--- src/rtl/alu_pkg.sv ---
// Shared types and constants for the ALU issue stage: opcodes, FSM states,
// and the command entry stored in the command FIFO.
package alu_pkg;

   localparam int unsigned ALU_W = 8;
   localparam int unsigned SEL_W = 3;

   localparam logic [SEL_W-1:0] OP_ADD = 3'b000;
   localparam logic [SEL_W-1:0] OP_SUB = 3'b001;
   localparam logic [SEL_W-1:0] OP_AND = 3'b010;
   localparam logic [SEL_W-1:0] OP_OR  = 3'b011;
   localparam logic [SEL_W-1:0] OP_NOT = 3'b100;

   typedef enum logic [1:0] {
      IDLE = 2'd0,
      EXEC = 2'd1,
      RESP = 2'd2
   } state_t;

   typedef struct packed {
      logic [SEL_W-1:0] sel;
      logic [ALU_W-1:0] a;
      logic [ALU_W-1:0] b;
      logic             use_acc;
   } cmd_t;

   localparam int unsigned CMD_W = $bits(cmd_t);

endpackage

--- src/rtl/alu_issue_ctrl_if.sv ---
// Command, ALU-drive and result signals of the ALU issue stage.
// master = producer/consumer/ALU side, slave = alu_issue_ctrl.
interface alu_issue_ctrl_if #(
   parameter int unsigned WIDTH = 8
);
   logic             cmd_valid;
   logic             cmd_ready;
   logic [2:0]       cmd_sel;
   logic [WIDTH-1:0] cmd_a;
   logic [WIDTH-1:0] cmd_b;
   logic             cmd_use_acc;
   logic [WIDTH-1:0] alu_a;
   logic [WIDTH-1:0] alu_b;
   logic [2:0]       alu_sel;
   logic [WIDTH-1:0] alu_result;
   logic             res_valid;
   logic             res_ready;
   logic [WIDTH-1:0] res_data;
   logic [2:0]       res_sel;
   logic             busy;

   modport master (
      output cmd_valid, cmd_sel, cmd_a, cmd_b, cmd_use_acc, alu_result, res_ready,
      input  cmd_ready, alu_a, alu_b, alu_sel, res_valid, res_data, res_sel, busy
   );

   modport slave (
      input  cmd_valid, cmd_sel, cmd_a, cmd_b, cmd_use_acc, alu_result, res_ready,
      output cmd_ready, alu_a, alu_b, alu_sel, res_valid, res_data, res_sel, busy
   );
endinterface

--- src/rtl/alu_cmd_fifo.sv ---
// Synchronous FIFO with registered count; rdata shows the head entry.
// Push when full and pop when empty are ignored.
module alu_cmd_fifo #(
   parameter int unsigned ENTRY_W = 8,
   parameter int unsigned DEPTH   = 4
) (
   input  logic                           clk,
   input  logic                           rst,
   input  logic                           push,
   input  logic [ENTRY_W-1:0]             wdata,
   input  logic                           pop,
   output logic [ENTRY_W-1:0]             rdata,
   output logic                           full,
   output logic                           empty,
   output logic [$clog2(DEPTH+1)-1:0]     count
);
   localparam int unsigned AW = $clog2(DEPTH);
   localparam int unsigned CW = $clog2(DEPTH + 1);

   logic [ENTRY_W-1:0] mem [DEPTH];
   logic [AW-1:0]      wr_ptr;
   logic [AW-1:0]      rd_ptr;
   logic               do_push;
   logic               do_pop;

   assign full    = (count == CW'(DEPTH));
   assign empty   = (count == '0);
   assign do_push = push && !full;
   assign do_pop  = pop && !empty;
   assign rdata   = mem[rd_ptr];

   always_ff @(posedge clk) begin
      if (do_push) mem[wr_ptr] <= wdata;
   end

   // Pointers wrap naturally because DEPTH is a power of two.
   always_ff @(posedge clk) begin
      if (rst) begin
         wr_ptr <= '0;
         rd_ptr <= '0;
         count  <= '0;
      end else begin
         if (do_push) wr_ptr <= wr_ptr + AW'(1);
         if (do_pop)  rd_ptr <= rd_ptr + AW'(1);
         case ({do_push, do_pop})
            2'b10:   count <= count + CW'(1);
            2'b01:   count <= count - CW'(1);
            default: count <= count;
         endcase
      end
   end
endmodule

--- src/rtl/alu_issue_ctrl.sv ---
// Issue stage in front of the combinational ALU: FIFO-buffered commands,
// registered ALU operands and a valid/ready result port.
// Optional accumulator forwarding of operand A under `ALU_ACC_FWD_EN.
module alu_issue_ctrl
   import alu_pkg::*;
#(
   parameter int unsigned WIDTH = ALU_W,
   parameter int unsigned DEPTH = 4
) (
   input logic              clk,
   input logic              rst,
   alu_issue_ctrl_if.slave  bus
);
   localparam int unsigned CW = $clog2(DEPTH + 1);

   state_t           state;
   cmd_t             wr_entry;
   cmd_t             head;
   logic [CMD_W-1:0] rd_raw;
   logic             fifo_full;
   logic             fifo_empty;
   logic [CW-1:0]    fifo_count;
   logic             pop_c;
   logic [WIDTH-1:0] alu_a_q;
   logic [WIDTH-1:0] alu_b_q;
   logic [2:0]       alu_sel_q;
   logic [WIDTH-1:0] res_data_q;
   logic [2:0]       res_sel_q;
   logic             res_valid_q;

   always_comb begin
      wr_entry         = '0;
      wr_entry.sel     = bus.cmd_sel;
      wr_entry.a       = ALU_W'(bus.cmd_a);
      wr_entry.b       = ALU_W'(bus.cmd_b);
      wr_entry.use_acc = bus.cmd_use_acc;
   end

   assign head  = cmd_t'(rd_raw);
   assign pop_c = (state == IDLE) && !fifo_empty;

   alu_cmd_fifo #(
      .ENTRY_W (CMD_W),
      .DEPTH   (DEPTH)
   ) u_fifo (
      .clk   (clk),
      .rst   (rst),
      .push  (bus.cmd_valid),
      .wdata (CMD_W'(wr_entry)),
      .pop   (pop_c),
      .rdata (rd_raw),
      .full  (fifo_full),
      .empty (fifo_empty),
      .count (fifo_count)
   );

`ifdef ALU_ACC_FWD_EN
   logic [WIDTH-1:0] acc;
   logic [WIDTH-1:0] op_a_c;

   assign op_a_c = head.use_acc ? acc : WIDTH'(head.a);

   always_ff @(posedge clk) begin
      if (rst)                 acc <= '0;
      else if (state == EXEC)  acc <= bus.alu_result;
   end
`else
   logic [WIDTH-1:0] op_a_c;
   logic             unused_use_acc;

   assign op_a_c         = WIDTH'(head.a);
   assign unused_use_acc = head.use_acc;
`endif

   // Issue FSM: pop/load in IDLE, capture in EXEC, hold until accepted in RESP.
   always_ff @(posedge clk) begin
      if (rst) begin
         state       <= IDLE;
         alu_a_q     <= '0;
         alu_b_q     <= '0;
         alu_sel_q   <= '0;
         res_data_q  <= '0;
         res_sel_q   <= '0;
         res_valid_q <= 1'b0;
      end else begin
         case (state)
            IDLE: begin
               if (!fifo_empty) begin
                  alu_a_q   <= op_a_c;
                  alu_b_q   <= WIDTH'(head.b);
                  alu_sel_q <= head.sel;
                  state     <= EXEC;
               end
            end
            EXEC: begin
               res_data_q  <= bus.alu_result;
               res_sel_q   <= alu_sel_q;
               res_valid_q <= 1'b1;
               state       <= RESP;
            end
            RESP: begin
               if (bus.res_ready) begin
                  res_valid_q <= 1'b0;
                  state       <= IDLE;
               end
            end
            default: state <= IDLE;
         endcase
      end
   end

   assign bus.cmd_ready = !fifo_full;
   assign bus.alu_a     = alu_a_q;
   assign bus.alu_b     = alu_b_q;
   assign bus.alu_sel   = alu_sel_q;
   assign bus.res_valid = res_valid_q;
   assign bus.res_data  = res_data_q;
   assign bus.res_sel   = res_sel_q;
   assign bus.busy      = (state != IDLE) || (fifo_count != '0);
endmodule

--- src/flat_wrapper.sv ---
// flat-port wrapper written by rule: the top's interface ports become plain ports
module alu_issue_ctrl_flat import alu_pkg::*;
#(
   parameter int unsigned WIDTH = ALU_W,
   parameter int unsigned DEPTH = 4
)
  (clk, rst, bus_cmd_valid, bus_cmd_sel, bus_cmd_a, bus_cmd_b, bus_cmd_use_acc, bus_alu_result, bus_res_ready, bus_cmd_ready, bus_alu_a, bus_alu_b, bus_alu_sel, bus_res_valid, bus_res_data, bus_res_sel, bus_busy);
  alu_issue_ctrl_if #(.WIDTH(WIDTH)) bus_i ();
  input logic clk;
  input logic rst;
  input wire logic [$bits(bus_i.cmd_valid)-1:0] bus_cmd_valid;
  input wire logic [$bits(bus_i.cmd_sel)-1:0] bus_cmd_sel;
  input wire logic [$bits(bus_i.cmd_a)-1:0] bus_cmd_a;
  input wire logic [$bits(bus_i.cmd_b)-1:0] bus_cmd_b;
  input wire logic [$bits(bus_i.cmd_use_acc)-1:0] bus_cmd_use_acc;
  input wire logic [$bits(bus_i.alu_result)-1:0] bus_alu_result;
  input wire logic [$bits(bus_i.res_ready)-1:0] bus_res_ready;
  output wire logic [$bits(bus_i.cmd_ready)-1:0] bus_cmd_ready;
  output wire logic [$bits(bus_i.alu_a)-1:0] bus_alu_a;
  output wire logic [$bits(bus_i.alu_b)-1:0] bus_alu_b;
  output wire logic [$bits(bus_i.alu_sel)-1:0] bus_alu_sel;
  output wire logic [$bits(bus_i.res_valid)-1:0] bus_res_valid;
  output wire logic [$bits(bus_i.res_data)-1:0] bus_res_data;
  output wire logic [$bits(bus_i.res_sel)-1:0] bus_res_sel;
  output wire logic [$bits(bus_i.busy)-1:0] bus_busy;
  assign bus_i.cmd_valid = bus_cmd_valid;
  assign bus_i.cmd_sel = bus_cmd_sel;
  assign bus_i.cmd_a = bus_cmd_a;
  assign bus_i.cmd_b = bus_cmd_b;
  assign bus_i.cmd_use_acc = bus_cmd_use_acc;
  assign bus_i.alu_result = bus_alu_result;
  assign bus_i.res_ready = bus_res_ready;
  assign bus_cmd_ready = bus_i.cmd_ready;
  assign bus_alu_a = bus_i.alu_a;
  assign bus_alu_b = bus_i.alu_b;
  assign bus_alu_sel = bus_i.alu_sel;
  assign bus_res_valid = bus_i.res_valid;
  assign bus_res_data = bus_i.res_data;
  assign bus_res_sel = bus_i.res_sel;
  assign bus_busy = bus_i.busy;
  alu_issue_ctrl #(.WIDTH(WIDTH), .DEPTH(DEPTH)) u_core (.clk(clk), .rst(rst), .bus(bus_i));
endmodule
--- config.mk ---
export PLATFORM = sky130hd
export DESIGN_NAME = alu_issue_ctrl_flat
export DESIGN_NICKNAME = d
export VERILOG_FILES = /design/src/rtl/alu_pkg.sv /design/src/rtl/alu_issue_ctrl_if.sv /design/src/rtl/alu_cmd_fifo.sv /design/src/rtl/alu_issue_ctrl.sv /design/src/flat_wrapper.sv
export SDC_FILE = /design/constraint.sdc
export NUM_CORES = 1
export LEC_CHECK = 0
export CAP_MARGIN = 40
export CORE_UTILIZATION = 55
export CTS_CLUSTER_DIAMETER = 80
export DETAILED_ROUTE_END_ITERATION = 6
export GPL_TIMING_DRIVEN = 0
export PLACE_DENSITY_LB_ADDON = 0.05
export SKIP_LAST_GASP = 1
export SLEW_MARGIN = 20
export SYNTH_ARGS = -nofsm -noshare
export SYNTH_HDL_FRONTEND = slang
export SYNTH_SLANG_ARGS = --single-unit
--- constraint.sdc ---
create_clock -name clk -period 6.06 [get_ports clk]
set_clock_uncertainty 0.2 [all_clocks]
set_input_delay 0.909 -clock clk [delete_from_list [all_inputs] [get_ports clk]]
set_output_delay 0.909 -clock clk [all_outputs]
set_load 0.05 [all_outputs]
# Word level (Yosys, flattened, before mapping)
# Memories as Yosys holds them, arrays and structs flattened. A register that Yosys moved wholly into a read port is not among the register bits.
# Cells that the tools add are included.
[word_totals]
reg_bits = 21
ramBits = 80
inputBits = 32
out_inout_bits = 33
word_cells = 43
mem_count = 1
[mem_list]
columns = ["memory", "words", "word_bits", "rd", "rd_clocked_by_memory_dff", "wr", "line", "rtl"]
rows = [
  ["u_core.u_fifo.mem", 4, 20, 1, 1, 1, "alu_cmd_fifo.sv:20", "logic [ENTRY_W-1:0] mem [DEPTH];"],
]
[classes]
addsub = 4
eq_ne = 7
mux = 8
n_bitwise = 1
n_reduce_logical = 15
[op_table]
columns = ["operator", "count"]
rows = [
  ["case mux 2 bit (3 select lines)", 1],
  ["case mux 3 bit (2 select lines)", 1],
  ["AND reduction 2 bit", 3],
  ["nonzero test 2 bit", 3],
  ["adder 2 x 1 -> 2 bit (second input constant)", 2],
  ["== test 2 x 1 -> 1 bit (second input constant)", 2],
  ["== test 2 bit (second input constant)", 2],
  ["2-to-1 mux 2 bit", 2],
  ["!= test 2 bit (second input constant)", 2],
  ["adder 3 x 1 -> 3 bit (second input constant)", 1],
  ["== test 3 bit (second input constant)", 1],
  ["logical AND 1 bit", 3],
  ["logical NOT 3 bit", 1],
  ["2-to-1 mux 1 bit", 3],
  ["nonzero test 3 bit", 1],
  ["subtractor 3 x 1 -> 3 bit (second input constant)", 1],
  ["logical NOT 1 bit", 2],
  ["logical NOT 2 bit", 1],
  ["case mux 1 bit (2 select lines)", 1],
  ["logical OR 1 bit", 1],
  ["NOT 1 bit", 1],
]

# Longest topological paths before layout
# Gate-level depths: netlist of the first run.
[logic_depth]
depth_word = 6
ltp_mapped = 9
ltp_nobuf = 8

# Cells and area by module
# A second synthesis of the first run with hierarchy kept.
[unflattened]
hier_cells = 305
area_unflattened_um2 = 4529.3
[modules_own_cells]
columns = ["mod", "n_inst", "cells_per_inst", "area_each_um2", "seq_area_each_um2"]
rows = [
  ["alu_cmd_fifo", 1, 158, 3358.2, 2582.5],
  ["alu_issue_ctrl", 1, 147, 1171.1, 660.6],
]

# Worst setup path after synthesis of the first run
# OpenSTA, ideal clock, no wires.
[synth_path]
path_type = "input to register"
from = "input port bus_cmd_valid"
to = "register u_core.u_fifo.count[2]"
setup_time_ns = 0.070
arrival_time_ns = 2.278
required_ns = 5.790
setup_slack_ns = 3.512
path_stages = 8
path_buffers = 1
cell_sequence = "buf_1 -> nand2_1 -> ha_1 -> inv_1 -> fa_1 -> xor2_1 -> or3_1 -> a21oi_1"
[synth_via]
elab_chain_len = 3
word_cells_on_any_way = 5
classes_between = "eq/ne (2); mux (1); reduce/logical (2)"
[synth_rtl]
columns = ["element", "line", "rtl"]
rows = [
  ["from (decl)", "flat_wrapper.sv:11", "input wire logic [$bits(bus_i.cmd_valid)-1:0] bus_cmd_valid;"],
  ["logical AND 1 bit *", "alu_cmd_fifo.sv:28", "assign do_push = push && !full;"],
  ["== test 2 x 1 -> 1 bit or == test 2 bit (tied branches)", "alu_cmd_fifo.sv:45", "case ({do_push, do_pop})"],
  ["case mux 3 bit (2 select lines) or nonzero test 2 bit (tied branches)", "--", ""],
  ["to (signal assigned)", "alu_cmd_fifo.sv:46", "2'b10: count <= count + CW'(1);"],
  ["to (signal assigned)", "alu_cmd_fifo.sv:47", "2'b01: count <= count - CW'(1);"],
  ["to (signal assigned)", "alu_cmd_fifo.sv:48", "default: count <= count;"],
  ["to (decl)", "alu_cmd_fifo.sv:15", "output logic [$clog2(DEPTH+1)-1:0] count"],
]
# Mark *: on every way between the ends. The rest lies on a longest branch, timed or not.
# A chain may end at the register's enable or synchronous reset.

# Worst setup path in the final report of the first run
[layout_path]
from = "register u_core.u_fifo.count[0]"
to = "output port bus_busy"
[layout_via]
elab_chain_len = 2
[layout_rtl]
columns = ["element", "line", "rtl"]
rows = [
  ["nonzero test 3 bit", "alu_issue_ctrl.sv:119", "assign bus.busy = (state != IDLE) || (fifo_count != '0);"],
  ["logical OR 1 bit", "alu_issue_ctrl.sv:119", ""],
  ["to (decl)", "flat_wrapper.sv:25", "output wire logic [$bits(bus_i.busy)-1:0] bus_busy;"],
]
# No other way between the ends.

==> flow_summary.ini, run 1 <==
[status]
outcome = completed

[power_and_ir_drop]
p_int_mw = 1.96
power_density_nw_per_um2 = 528
vdd_drop_max_uv = 253
p_sw_share_pct = 34.1
pwr-share-clk_pct = 31.9
finalPower_mw = 2.98
leakagePower_nw = 1.94
power_frac_comb_pct = 32.7
seqPwrFrac_pct = 35.4
p_switching_mw = 1.02

[cts]
post_cts_resize_count = 0
htree_levels = 4
path_clk_slew_ns = 0.06
cts_tree = yes
ctsHoldBuffers = 0
worstSkewPairLatency_ns = 0.49
post_cts_buffers = 0
clockBufferDepth = 2
cts_sinks = 116
cts_root_buf = clkbuf_8
numCtsBuffers = 17

[yosys]
ys_seq_area_share_pct = 72.2
async_flop_share_pct = 0
ys_warn_count = 0
avgSynthCellArea_um2 = 16.6
syn_area_um2 = 4270
synth-seq-cells = 116
ys_top_cells_by_area = edfxtp_1, dfxtp_1, mux4_2
synth-edff-count = 76
ys_top_cells_by_count = edfxtp_1, dfxtp_1, nand2_1
synth_cell_type_count = 33
syn_nets = 295
post-synth-top-area-fraction_pct = 53.4
synth_ff_type = edfxtp_1
syn_inst = 257
yosysMostFrequentCell = edfxtp_1
yosys.area.top_type = edfxtp_1

[grt]
grtUsageMet1_pct = 26.7
grt_antenna_before_repair = 0
grt_start_max_net_pins = 17
grt.total_usage_pct = 21.8
grt_pass1_wl_um = 13100
gr-usage-met3_pct = 7.19
grt_pass1_vias = 2615
top_usage_layer = met2
overflow = 0
met2_usage_pct = 36.8

[layout]
num-fill-cells = 467
syn2layout_area_growth_pct = 32.1
antenna_cells = 0
drive_gt1_share_pct = 18.6
layoutNonFillerInstCount = 454
nets = 380

[route]
drcViolationCount = 0
viasPerCell = 5.40
routed_wirelength_um = 7990
drtPass1Iterations = 4
wl_per_cell_um = 17.6
dr.first_iter.drc_count = 120
vias = 2451
ant_nets = 0

[worst_setup_path]
critPathRequiredTime_ns = 4.95
r2r-end = u_core.u_fifo.count[2]
startpoint = u_core.u_fifo.count[0]
criticalPathCategory = flop to output pin
cp.arrival_ns = 2.13
reg2reg_slack_ns = 3.62
worst_setup_path_start_kind = flop
crit_end = bus_busy
reg2reg_from = u_core.u_fifo.count[2]
endpoint_kind = output pin
reg2reg_depth = 9
crit_fanout = 5

[floorplanning]
ioPinCount = 65
dieArea_um2 = 8120
core-area_um2 = 7370
initial_core_util_pct = 58.0
die_h_um = 90.1
fp.dieW_um = 90.1
rows = 31

[sta]
fmax_mhz = 308
drv_slew = 0
grt_setup_unrepaired = no
max_slew_margin_pct = 57.9
tightest_slew_ns = 0.632
hold_viol_final = 0
setup_ws_ns = 2.82
period_share_pct = 53.5
setup-tns-final_ns = 0
finalSetupViolations = 0
period_minus_slack_ns = 3.24

[place]
port_buffers = 62
gp_congestion = 0.709
dpl_worst_slack_ns = 3.24
dpl.cell_count = 422
post-dp-hpwl_um = 5210

[hold_path]
hold_path_class = flop to flop

[job]
max-cap-violations = 0
-- final cells by class --
class,count,area [um^2],share of cell area [%]
inverters,7,26.3,0.466
clock inverters,14,154,2.73
plain buffers,15,82.6,1.46
repair buffers,66,666,11.8
well taps,99,124,2.20
clock buffers,18,428,7.58
multi-input cells,119,1080,19.1
flip-flops and latches,116,3080,54.6
-- critical path: stages, from the launching register on --
cell and delay [ns]:
dfxtp_1 0.36, nor3_1 0.45, nand2_1 0.10, clkdlybuf4s50_1 0.73
-- kinds of logic after synthesis --
family	share of synthesized area [%]
flip-flops	72.2
adder cells (fa/ha/maj)	1.93
AND/OR/NAND/NOR	5.30
buffers and inverters	2.55
XOR/XNOR	0.410
multiplexers	10.0
AO/OA/AOI/OAI	7.62
-- how the worst min path moves through the flow --
| stage | start | endpoint | slack [ns] | cells past startpoint |
|---|---|---|---|---|
| after global placement | u_core.bus.res_data[1] | u_core.bus.res_data[1] | 0.24 | 2 |
| after detailed placement | u_core.bus.res_data[5] | u_core.bus.res_data[5] | 0.25 | 2 |
| after floorplan | u_core.u_fifo.count[2] | u_core.u_fifo.count[2] | 0.28 | 2 |
| after CTS | u_core.bus.res_data[5] | u_core.bus.res_data[5] | 0.26 | 2 |
| final | u_core.bus.res_data[5] | u_core.bus.res_data[5] | 0.26 | 2 |
| after global routing | u_core.bus.res_data[5] | u_core.bus.res_data[5] | 0.27 | 2 |
-- metal layers --
layer,vias up,part of all wire (%)
met2,67,52
met3,5,4.6
met5,-,0
met4,0,0.44
met1,1219,43
li1,1160,-
-- sequential cells by signal, summed over array words and instances, names as in the netlist --
signal                cells
u_core.bus.alu_a          8
u_core.bus.alu_b          8
u_core.bus.alu_sel        3
u_core.bus.res_data       8
u_core.bus.res_sel        3
u_core.bus.res_valid      1
u_core.state              2
u_core.u_fifo.count       3
u_core.u_fifo.mem        76
u_core.u_fifo.rd_ptr      2
u_core.u_fifo.wr_ptr      2
-- stage by stage --
stage / hold slack, ns / utilization [%] / cell area (um^2)
floorplan: 0.280 / - / 4270
global placement: 0.242 / 68.1 / 5020
detailed placement: 0.248 / 68.7 / 5060
CTS: 0.256 / 76.6 / 5640
global route: 0.273 / 76.6 / 5640
finish: 0.255 / 76.6 / 5640
-- placed cells by master, fill, tap and decap left out, types with 2 or more instances in the layout --
cell	count
a21o_1	2
a21oi_1	17
a22o_1	19
and3_1	4
buf_2	3
buf_6	7
bufinv_16	2
clkbuf_1	8
clkbuf_16	16
clkbuf_8	2
clkdlybuf4s50_1	62
clkinv_4	2
clkinvlp_4	6
dfxtp_1	40
edfxtp_1	76
ha_1	5
inv_1	7
inv_6	3
mux4_2	19
nand2_1	24
nand3_1	2
nor2_1	7
nor3_1	2
o21ai_0	2
xor2_1	2
-- power by group through the flow --
stage                     registers [mW]  logic [mW]  clock network (mW)
after floorplan                     1.30       0.437                   0
after global placement              1.06       0.954                   0
after detailed placement            1.07       0.976                   0
after CTS                           1.06       0.984               0.964
after global routing                1.07        1.04                1.00
final                               1.06       0.973               0.951
Note: power is estimated with default switching activity, not from simulation.
==> inputs of run 2 (changes only) <==
CORE_UTILIZATION = 53   (was 55)
clock period = 3.3 ns   (was 6.06 ns; I/O delays follow)
==> flow_summary.ini, run 2 (synthesis gave the netlist of run 1 again) <==
[status]
outcome = completed

[route]
wl_per_cell_um = 17.1
drtPass1Iterations = 4
vias = 2439
ant_nets = 0
drcViolationCount = 0
routed_wirelength_um = 7820
viasPerCell = 5.34
dr.first_iter.drc_count = 79

[sta]
finalSetupViolations = 0
setup-tns-final_ns = 0
drv_slew = 0
hold_viol_final = 0
whs_ns = 0.195
grt_setup_unrepaired = no
fmax_mhz = 352
period_share_pct = 86.0
max_slew_margin_pct = 50.2
period_minus_slack_ns = 2.84
tightest_slew_ns = 0.747
setup_ws_ns = 0.462

[layout]
syn2layout_area_growth_pct = 33.3
nets = 380
ff_latch_area_um2 = 3080
regMostFlops = u_core.u_fifo.mem
num-fill-cells = 509
largest_register_ffs = 76
antenna_cells = 0
layout_commonest_cell = edfxtp_1
mostFrequentLayoutCells = edfxtp_1, clkdlybuf4s50_1, dfxtp_1
multi_input_area_um2 = 1080
drive_gt1_share_pct = 18.3

[cts]
cts_sinks = 116
worstSkewPairLatency_ns = 0.50
numCtsBuffers = 17
post_cts_resize_count = 0
ctsHoldBuffers = 0
path_clk_slew_ns = 0.06
clockBufferDepth = 2
cts_root_buf = clkbuf_8
htree_levels = 4
cts_tree = yes
post_cts_buffers = 0

[floorplanning]
dieArea_um2 = 8420
core-area_um2 = 7770
fp.dieW_um = 91.8
die_h_um = 91.8
ioPinCount = 65
rows = 32
initial_core_util_pct = 55.0

[worst_setup_path]
cp.arrival_ns = 2.14
critPathRequiredTime_ns = 2.60
reg2reg_depth = 9
criticalPathCategory = flop to output pin
endpoint_kind = output pin
crit_fanout = 10
worst_setup_path_start_kind = flop

[power_and_ir_drop]
leakagePower_nw = 1.97
vdd_drop_max_uv = 656
power_density_nw_per_um2 = 973

[grt]
grt.total_usage_pct = 20.6
grt_antenna_before_repair = 0
overflow = 0
grt_pass1_wl_um = 12400
grt_pass1_vias = 2476
grt_start_max_net_pins = 17

[place]
dpl_worst_slack_ns = 0.844
port_buffers = 62
gp_congestion = 0.712
post-dp-hpwl_um = 4920

[hold_path]
whs_path_depth = 3
hold_path_class = input port to flop

[job]
max-cap-violations = 0
run 2: cell types whose count changed in the layout (fill, tap and decap cells not counted), sizes merged:
cell      change
clkinv        +1
clkinvlp      -2
bufinv        +1
run 2: critical path, cell delays in order, from the launching register on:
cell             delay, ns
dfxtp_1               0.38
or3b_1                0.37
buf_2                 0.18
clkdlybuf4s50_1       0.71
run 2: layout make-up:
cell class	instances	share of cell area, %
clock buffers	18	7.52
inverters	7	0.462
multi-input cells	119	19.0
well taps	102	2.24
clock inverters	14	3.10
repair buffers	66	12.1
flip-flops and latches	116	54.2
plain buffers	15	1.45
run 2: final timing paths:
kind	startpoint	to	slack, ns
worst max-delay path	u_core.u_fifo.count[2]	bus_cmd_ready	0.46
worst min-delay path	bus_cmd_valid	u_core.u_fifo.wr_ptr[0]	0.19
worst max register to register	u_core.u_fifo.count[2]	u_core.u_fifo.count[2]	0.82
worst min register to register	u_core.bus.res_data[6]	u_core.bus.res_data[6]	0.25
run 2: metrics by stage:
step                power, mW  std cells  utilization, %  cell area, um^2
global route             5.78        457            73.3             5690
floorplan                3.20        257               -             4270
CTS                      5.59        457            73.3             5690
detailed placement       3.74        425            65.5             5090
global placement         3.71        421            64.6             5020
finish                   5.54        457            73.3             5690
run 2: power by group:
group          leakage, nW  total, mW  switching (mW)  internal, mW
clock                0.282       1.83           0.651          1.18
combinational        0.661       1.78            1.08         0.706
sequential            1.02       1.93           0.126          1.80
total                 1.97       5.54            1.86          3.68
run 2: metal layers:
| layer | vias to the layer above | GRT usage [%] | wire length (um) |
|---|---|---|---|
| li1 | 1160 | - | - |
| met1 | 1195 | 25.2 | 3430 |
| met2 | 75 | 32.8 | 3820 |
| met3 | 9 | 8.04 | 454 |
| met4 | 0 | 9.11 | 120 |
| met5 | - | 0 | 0 |
